$ cat src/rtl/uart_word_io.sv
// Word-level UART bridge: length-prefixed instruction-memory loader, RX word FIFO and TX word serialiser.
// Optional image checksum word enabled by defining UART_WORD_IO_CHECKSUM_EN.
module uart_word_io #(
    parameter int unsigned WORD_BYTES     = 4,
    parameter int unsigned ADDR_WIDTH     = 8,
    parameter int unsigned FIFO_LOG2      = 2,
    parameter int unsigned LOAD_MSB_FIRST = 0,
    parameter int unsigned IO_MSB_FIRST   = 1
) (
    input  logic                    CLK,
    input  logic                    RST_N,
    input  logic [7:0]              rx_data,
    input  logic                    rx_valid,
    output logic [7:0]              tx_data,
    output logic                    tx_enable,
    input  logic                    tx_ready,
    input  logic                    load_start,
    output logic                    load_busy,
    output logic                    load_done,
    output logic                    load_err,
    output logic                    imem_we,
    output logic [ADDR_WIDTH-1:0]   imem_addr,
    output logic [8*WORD_BYTES-1:0] imem_wdata,
    output logic                    in_valid,
    input  logic                    in_ready,
    output logic [8*WORD_BYTES-1:0] in_data,
    input  logic                    out_valid,
    output logic                    out_ready,
    input  logic [8*WORD_BYTES-1:0] out_data,
    output logic                    rx_overflow
);

    localparam int unsigned W     = 8 * WORD_BYTES;
    localparam int unsigned CNT_W = (WORD_BYTES > 1) ? $clog2(WORD_BYTES) : 1;
    localparam int unsigned IDX_W = ADDR_WIDTH + 1;
    localparam int unsigned DEPTH = 1 << FIFO_LOG2;
    localparam int unsigned FC_W  = FIFO_LOG2 + 1;

    localparam logic [CNT_W-1:0] LAST_BYTE = CNT_W'(WORD_BYTES - 1);
    localparam logic [W-1:0]     MAX_LEN   = W'(64'd1 << ADDR_WIDTH);
    localparam logic [FC_W-1:0]  FIFO_FULL = FC_W'(DEPTH);
    localparam bit               LOAD_MSB  = (LOAD_MSB_FIRST != 0);
    localparam bit               IO_MSB    = (IO_MSB_FIRST != 0);

    // Byte lane of the byte at position cnt within a word
    function automatic int unsigned byte_pos(input logic [CNT_W-1:0] cnt, input bit msb_first);
        return msb_first ? (WORD_BYTES - 1 - 32'(cnt)) : 32'(cnt);
    endfunction

    function automatic logic [W-1:0] put_byte(input logic [W-1:0] w, input logic [7:0] b,
                                               input int unsigned lane);
        logic [W-1:0] r;
        r = w;
        for (int unsigned i = 0; i < WORD_BYTES; i++) begin
            if (i == lane) r[8*i +: 8] = b;
        end
        return r;
    endfunction

    function automatic logic [7:0] get_byte(input logic [W-1:0] w, input int unsigned lane);
        logic [7:0] r;
        r = '0;
        for (int unsigned i = 0; i < WORD_BYTES; i++) begin
            if (i == lane) r = w[8*i +: 8];
        end
        return r;
    endfunction

    typedef enum logic [1:0] {L_RUN, L_HDR, L_DATA, L_CHK} ld_state_t;
    typedef enum logic [2:0] {T_IDLE, T_WAIT_RDY, T_STROBE, T_WAIT_BUSY, T_WAIT_DONE} tx_state_t;

    ld_state_t ld_state, ld_state_d;

    // ---------------- byte assembler ----------------
    logic [CNT_W-1:0] rx_cnt;
    logic [W-1:0]     rx_acc;
    logic [W-1:0]     rx_word_c;
    logic             start_c;
    logic             word_c;

    // A load_start accepted in RUN restarts the word and drops any byte of that cycle
    assign start_c   = (ld_state == L_RUN) && load_start;
    assign rx_word_c = put_byte(rx_acc, rx_data,
                                byte_pos(rx_cnt, (ld_state != L_RUN) ? LOAD_MSB : IO_MSB));
    assign word_c    = rx_valid && !start_c && (rx_cnt == LAST_BYTE);

    always_ff @(posedge CLK or negedge RST_N) begin
        if (!RST_N) begin
            rx_cnt <= '0;
            rx_acc <= '0;
        end else if (start_c) begin
            rx_cnt <= '0;
        end else if (rx_valid) begin
            rx_acc <= rx_word_c;
            rx_cnt <= (rx_cnt == LAST_BYTE) ? '0 : rx_cnt + CNT_W'(1);
        end
    end

    // ---------------- loader FSM ----------------
    logic [IDX_W-1:0]      ld_len, ld_len_d;
    logic [IDX_W-1:0]      ld_idx, ld_idx_d;
    logic [IDX_W-1:0]      idx_inc_c;
    logic                  load_busy_d, load_done_d, load_err_d, imem_we_d;
    logic [ADDR_WIDTH-1:0] imem_addr_d;
    logic [W-1:0]          imem_wdata_d;
`ifdef UART_WORD_IO_CHECKSUM_EN
    logic [W-1:0]          ld_sum, ld_sum_d;
`endif

    assign idx_inc_c = ld_idx + IDX_W'(1);

    always_comb begin
        ld_state_d   = ld_state;
        ld_len_d     = ld_len;
        ld_idx_d     = ld_idx;
        load_done_d  = 1'b0;
        load_err_d   = load_err;
        imem_we_d    = 1'b0;
        imem_addr_d  = imem_addr;
        imem_wdata_d = imem_wdata;
`ifdef UART_WORD_IO_CHECKSUM_EN
        ld_sum_d     = ld_sum;
`endif
        case (ld_state)
            L_RUN: begin
                if (load_start) begin
                    ld_state_d = L_HDR;
                    load_err_d = 1'b0;
                    ld_idx_d   = '0;
`ifdef UART_WORD_IO_CHECKSUM_EN
                    ld_sum_d   = '0;
`endif
                end
            end
            L_HDR: begin
                if (word_c) begin
                    if (rx_word_c > MAX_LEN) begin
                        load_err_d = 1'b1;
                        ld_state_d = L_RUN;
                    end else if (rx_word_c == '0) begin
`ifdef UART_WORD_IO_CHECKSUM_EN
                        ld_state_d  = L_CHK;
`else
                        load_done_d = 1'b1;
                        ld_state_d  = L_RUN;
`endif
                    end else begin
                        ld_len_d   = IDX_W'(rx_word_c);
                        ld_idx_d   = '0;
                        ld_state_d = L_DATA;
                    end
                end
            end
            L_DATA: begin
                if (word_c) begin
                    imem_we_d    = 1'b1;
                    imem_addr_d  = ld_idx[ADDR_WIDTH-1:0];
                    imem_wdata_d = rx_word_c;
                    ld_idx_d     = idx_inc_c;
`ifdef UART_WORD_IO_CHECKSUM_EN
                    ld_sum_d     = ld_sum + rx_word_c;
                    if (idx_inc_c == ld_len) ld_state_d = L_CHK;
`else
                    if (idx_inc_c == ld_len) begin
                        load_done_d = 1'b1;
                        ld_state_d  = L_RUN;
                    end
`endif
                end
            end
            L_CHK: begin
`ifdef UART_WORD_IO_CHECKSUM_EN
                if (word_c) begin
                    if (rx_word_c == ld_sum) load_done_d = 1'b1;
                    else                     load_err_d  = 1'b1;
                    ld_state_d = L_RUN;
                end
`else
                ld_state_d = L_RUN;
`endif
            end
            default: ld_state_d = L_RUN;
        endcase
        load_busy_d = (ld_state_d != L_RUN);
    end

    always_ff @(posedge CLK or negedge RST_N) begin
        if (!RST_N) begin
            ld_state   <= L_RUN;
            ld_len     <= '0;
            ld_idx     <= '0;
            load_busy  <= 1'b0;
            load_done  <= 1'b0;
            load_err   <= 1'b0;
            imem_we    <= 1'b0;
            imem_addr  <= '0;
            imem_wdata <= '0;
`ifdef UART_WORD_IO_CHECKSUM_EN
            ld_sum     <= '0;
`endif
        end else begin
            ld_state   <= ld_state_d;
            ld_len     <= ld_len_d;
            ld_idx     <= ld_idx_d;
            load_busy  <= load_busy_d;
            load_done  <= load_done_d;
            load_err   <= load_err_d;
            imem_we    <= imem_we_d;
            imem_addr  <= imem_addr_d;
            imem_wdata <= imem_wdata_d;
`ifdef UART_WORD_IO_CHECKSUM_EN
            ld_sum     <= ld_sum_d;
`endif
        end
    end

    // ---------------- RX word FIFO ----------------
    logic [W-1:0]           fifo_mem [DEPTH];
    logic [FIFO_LOG2-1:0]   wr_ptr, rd_ptr, rd_ptr_d;
    logic [FC_W-1:0]        fifo_cnt, fifo_cnt_d, cnt_after_pop_c;
    logic                   push_req_c, push_c, pop_c, full_c, drop_c;
    logic [W-1:0]           in_data_d;

    assign push_req_c = word_c && (ld_state == L_RUN);
    assign pop_c      = in_valid && in_ready;
    assign full_c     = (fifo_cnt == FIFO_FULL);
    assign push_c     = push_req_c && (!full_c || pop_c);
    assign drop_c     = push_req_c && full_c && !pop_c;

    // in_data is the registered head after this cycle's pop/push (first-word fall-through)
    always_comb begin
        rd_ptr_d        = pop_c ? rd_ptr + FIFO_LOG2'(1) : rd_ptr;
        cnt_after_pop_c = fifo_cnt - FC_W'(pop_c);
        fifo_cnt_d      = cnt_after_pop_c + FC_W'(push_c);
        in_data_d       = '0;
        if (fifo_cnt_d != '0) begin
            if (cnt_after_pop_c == '0) in_data_d = rx_word_c;
            else                       in_data_d = fifo_mem[rd_ptr_d];
        end
    end

    always_ff @(posedge CLK) begin
        if (push_c) fifo_mem[wr_ptr] <= rx_word_c;
    end

    always_ff @(posedge CLK or negedge RST_N) begin
        if (!RST_N) begin
            wr_ptr      <= '0;
            rd_ptr      <= '0;
            fifo_cnt    <= '0;
            in_valid    <= 1'b0;
            in_data     <= '0;
            rx_overflow <= 1'b0;
        end else begin
            if (push_c) wr_ptr <= wr_ptr + FIFO_LOG2'(1);
            rd_ptr   <= rd_ptr_d;
            fifo_cnt <= fifo_cnt_d;
            in_valid <= (fifo_cnt_d != '0);
            in_data  <= in_data_d;
            if (drop_c) rx_overflow <= 1'b1;
        end
    end

    // ---------------- TX serialiser ----------------
    tx_state_t        tx_state, tx_state_d;
    logic [W-1:0]     tx_word, tx_word_d;
    logic [CNT_W-1:0] tx_idx, tx_idx_d;
    logic             out_ready_d, tx_enable_d;
    logic [7:0]       tx_data_d;

    always_comb begin
        tx_state_d = tx_state;
        tx_word_d  = tx_word;
        tx_idx_d   = tx_idx;
        tx_data_d  = tx_data;
        case (tx_state)
            T_IDLE: begin
                if (out_ready && out_valid) begin
                    tx_word_d  = out_data;
                    tx_idx_d   = '0;
                    tx_state_d = T_WAIT_RDY;
                end
            end
            T_WAIT_RDY:  if (tx_ready)  tx_state_d = T_STROBE;
            T_STROBE:                   tx_state_d = T_WAIT_BUSY;
            T_WAIT_BUSY: if (!tx_ready) tx_state_d = T_WAIT_DONE;
            T_WAIT_DONE: begin
                if (tx_ready) begin
                    if (tx_idx == LAST_BYTE) begin
                        tx_state_d = T_IDLE;
                    end else begin
                        tx_idx_d   = tx_idx + CNT_W'(1);
                        tx_state_d = T_STROBE;
                    end
                end
            end
            default: tx_state_d = T_IDLE;
        endcase
        out_ready_d = (tx_state_d == T_IDLE);
        tx_enable_d = (tx_state_d == T_STROBE);
        if (tx_state_d == T_STROBE) tx_data_d = get_byte(tx_word_d, byte_pos(tx_idx_d, IO_MSB));
    end

    always_ff @(posedge CLK or negedge RST_N) begin
        if (!RST_N) begin
            tx_state  <= T_IDLE;
            tx_word   <= '0;
            tx_idx    <= '0;
            out_ready <= 1'b0;
            tx_enable <= 1'b0;
            tx_data   <= '0;
        end else begin
            tx_state  <= tx_state_d;
            tx_word   <= tx_word_d;
            tx_idx    <= tx_idx_d;
            out_ready <= out_ready_d;
            tx_enable <= tx_enable_d;
            tx_data   <= tx_data_d;
        end
    end

endmodule

$ cat config.mk
export PLATFORM = sky130hd
export DESIGN_NAME = uart_word_io
export DESIGN_NICKNAME = d
export VERILOG_FILES = /design/src/rtl/uart_word_io.sv
export SDC_FILE = /design/constraint.sdc
export NUM_CORES = 1
export LEC_CHECK = 0
export BUFFER_PORTS_ARGS = -buffer_cell sky130_fd_sc_hd__buf_4
export CORE_UTILIZATION = 64
export DETAILED_ROUTE_END_ITERATION = 6
export PLACE_DENSITY = 0.9
export SYNTH_ARGS = -nofsm -noshare
export SYNTH_HDL_FRONTEND = slang
export SYNTH_SLANG_ARGS = --single-unit
$ cat constraint.sdc
create_clock -name CLK -period 7.99 [get_ports CLK]
set_input_delay 1.1985 -clock CLK [delete_from_list [all_inputs] [get_ports CLK]]
set_output_delay 1.1985 -clock CLK [all_outputs]
set_load 0.01 [all_outputs]
==> results.yml <==
status:
  outcome: "completed"
yosys:
  synth_seq_cells: 314
  syn_nets: 1121
  ys_types: 64
  synthAdderAreaFrac_pct: 1.263
  ys_top_cells_by_area: "dfrtp_1, edfxtp_1, mux2_2"
  ys_warn_count: 0
  ys_seq_area_share_pct: 61.25
  synth_cells: 1060
  syn_area_per_cell_sq_um: 13.09
  yosysTopAreaCellShare_pct: 33.55
  syn_area_sq_mm: 0.01387
  synth_xor_area_share_pct: 1.263
  synthMuxAreaShare_pct: 15.49
  ys_async_sr_fraction_pct: 59.24
  synth_flop_cell: "dfrtp_1"
  yosysTopAreaCell: "dfrtp_1"
  synth_simple_gate_area_share_pct: 8.955
  synth_top_family_by_area: "multiplexers"
  synth_edf_count: 128
  synth-compound-area-share_pct: 8.765
worst_setup_path:
  critPathLaunchType: "register"
  crit_type: "register to register"
  cp.depth: 9
  crit_path_start: "ld_state[1]"
  worstPathRequired_ns: 8.42
  ff2ff_path_depth: 9
  worstPathArrival_ns: 5.16
  crit_chain: "inv_1, ha_2, buf_4, or2_0, o22ai_1, a21oi_1, a211oi_1, o2111ai_1, mux2_1"
  slowest_delay_ns: 0.93
  cp_slowest_cell: "o2111ai_1"
  crit_fanout: 44
  r2r_start: "ld_state[1]"
  critPathCaptureType: "register"
  cp_num_buf_inv: 2
  cpLargestDelayFamily: "compound AO/OA/AOI/OAI gates"
floorplanning:
  num_rows: 53
  die_h_um: 149.2
  io_pins: 135
  die_area_sq_mm: 0.02227
  core_area_sq_mm: 0.02115
  dieWidth_um: 149.2
  start_util_pct: 65.59
drt:
  dr_total_vias: 9411
  viasPerCell: 6.333
  dr.pass1.iters: 6
  wirelength_um: 33400
  post-route-drc-count: 0
  route.met3.wl_um: 2692
  routedWlPerCell_um: 22.47
  top_layer: "met4"
  drtIter0Drc: 857
  final_antenna_net_count: 0
  wl_met2_um: 16640
  wl_met1_um: 12810
final_layout:
  syn_to_final_growth_pct: 16.76
  final_common_cell: "dfrtp_1"
  instances_no_fill: 1486
  final_cell_mix: "dfrtp_1, buf_4, edfxtp_1"
  n_antenna_cell: 0
  nets: 1248
  utilization_pct: 76.58
  drive_gt1_share_pct: 27.75
placement:
  place_ws_ns: 3.423
  io_buffers: 134
  place_congestion: 0.9181
  hpwlAfterDp_um: 20220
  dp.cells: 1430
clocking:
  cts-buffers-inserted: 30
  h-tree-depth: 1
  hold_buffers: 0
  cts_root_buffer: "clkbuf_16"
  cts_tree: "yes"
  clk_pin_slew_ns: 0.06
  post_cts_buffers: 0
  cts.sink_count: 314
  cts_resized: 0
  ctsLongestPathBuffers: 3
  clk-insertion-delay-late_ns: 0.56
global_route:
  grt_max_degree: 104
  track_usage_pct: 31.03
  grt_overflow: 0
  grt_pass1_vias: 9556
  antenna_found_initial: 0
  grt_pass1_wl_um: 52390
pwr:
  power.total_uw: 6448
  leakagePower_uw: 0.006802
  power_per_cell_area_mw_per_mm2: 398.1
  ir_worst_vdd_uv: 239.1
timing:
  rsz0062_at_grt: "no"
  tightest_slew_ns: 1.165
  skew_ns: 0.01073
  finalMaxSlewViolations: 0
  timing.final.hold_violations: 0
  period_minus_slack_ns: 4.730
  tns_ns: 0
  layout_setup_ws_ns: 3.260
  setup_viol: 0
  relSlewSlack_pct: 21.87
  clock.fmax_mhz: 211.4
  period_share_pct: 59.20
job:
  cap_viol_max_count: 0
worst_hold_path:
  holdCritStartpoint: "tx_data[6]"
  hold_depth: 2
  hold_path_class: "register to register"
-- final cells by class --
class | instances | area [sq um]
sequential | 314 | 8498
multi-input combinational | 648 | 5001
fill | 1218 | 4955
timing repair buffer | 156 | 1177
clock buffer | 49 | 954.7
tap | 275 | 344.1
inverter | 37 | 138.9
clock inverter | 7 | 85.08
-- sequential cells by signal (all words and copies together) (netlist names), 2 cells and up --
signal,cells
fifo_mem,128
imem_wdata,32
in_data,32
rx_acc,32
tx_word,32
ld_idx,9
ld_len,9
imem_addr,8
tx_data,8
fifo_cnt,3
tx_state,3
ld_state,2
rd_ptr,2
rx_cnt,2
tx_idx,2
wr_ptr,2
-- where the power goes --
group	switching [uW]	internal, uW	total (uW)
Sequential	185	2190	2380
Clock	591	876	1470
Combinational	1590	1020	2600
-- routing by layer --
layer | up-vias | track usage (%)
met1 | 4703 | 41.05
li1 | 4134 | -
met4 | 0 | 13.42
met3 | 87 | 5.657
met2 | 487 | 50.77
met5 | - | 0
-- tightest hold or removal path: cells and delay by family (launching register included) --
family / cells / cell delay (ns)
AND/OR/NAND/NOR: 1 / 0.05
AO/OA/AOI/OAI: 1 / 0.06
flip-flops: 1 / 0.35
-- worst paths after layout --
path / endpoint / slack [ns]
min in group asynchronous: in_data[23] / 0.73
worst max-delay path: ld_len[2] / 3.26
worst min-delay path: tx_data[6] / 0.50
max in group asynchronous: imem_addr[0] / 5.64
worst max register to register: ld_len[2] / 3.26
worst min register to register: tx_data[6] / 0.50
-- kinds of logic after synthesis --
| kind of cell | after synthesis |
|---|---|
| fa+ha+maj | 14 |
| buf+inv | 98 |
| xor+xnor | 20 |
| simple gates | 256 |
| compound gates | 195 |
| flops | 314 |
| mux | 163 |
-- synthesized netlist by cell type, types with 3 or more instances --
cell and n:
xor2_1 9, clkbuf_1 37, xnor2_1 11, a221oi_1 10, or3_1 6, and2_1 5, dfrtp_1 186, and3b_1 4
nand2_1 99, buf_2 16, nor3_1 17, nor2b_1 6, nand2b_1 13, o221ai_1 6, a22o_1 4, inv_1 36
o2bb2ai_1 4, o311a_1 3, nand3b_1 5, a21o_1 5, mux2i_1 40, o21ai_0 67, a211oi_1 8, o22ai_1 5
a21oi_1 61, buf_1 3, nor4_1 6, ha_1 14, edfxtp_1 128, nor3b_1 13, mux4_2 32, nor2_1 58
o311ai_1 3, mux2_2 81, and3_1 3, nand3_1 10, mux2_1 9, buf_6 3
-- stage by stage --
step / hold WS (ns) / area (sq um)
after global routing: 0.5083 / 16200
after floorplan: 0.4492 / 13870
after CTS: 0.4934 / 16200
final: 0.4967 / 16200
after global placement: 0.4646 / 15160
after detailed placement: 0.4746 / 15160
Note: power is estimated with default switching activity, not from simulation.
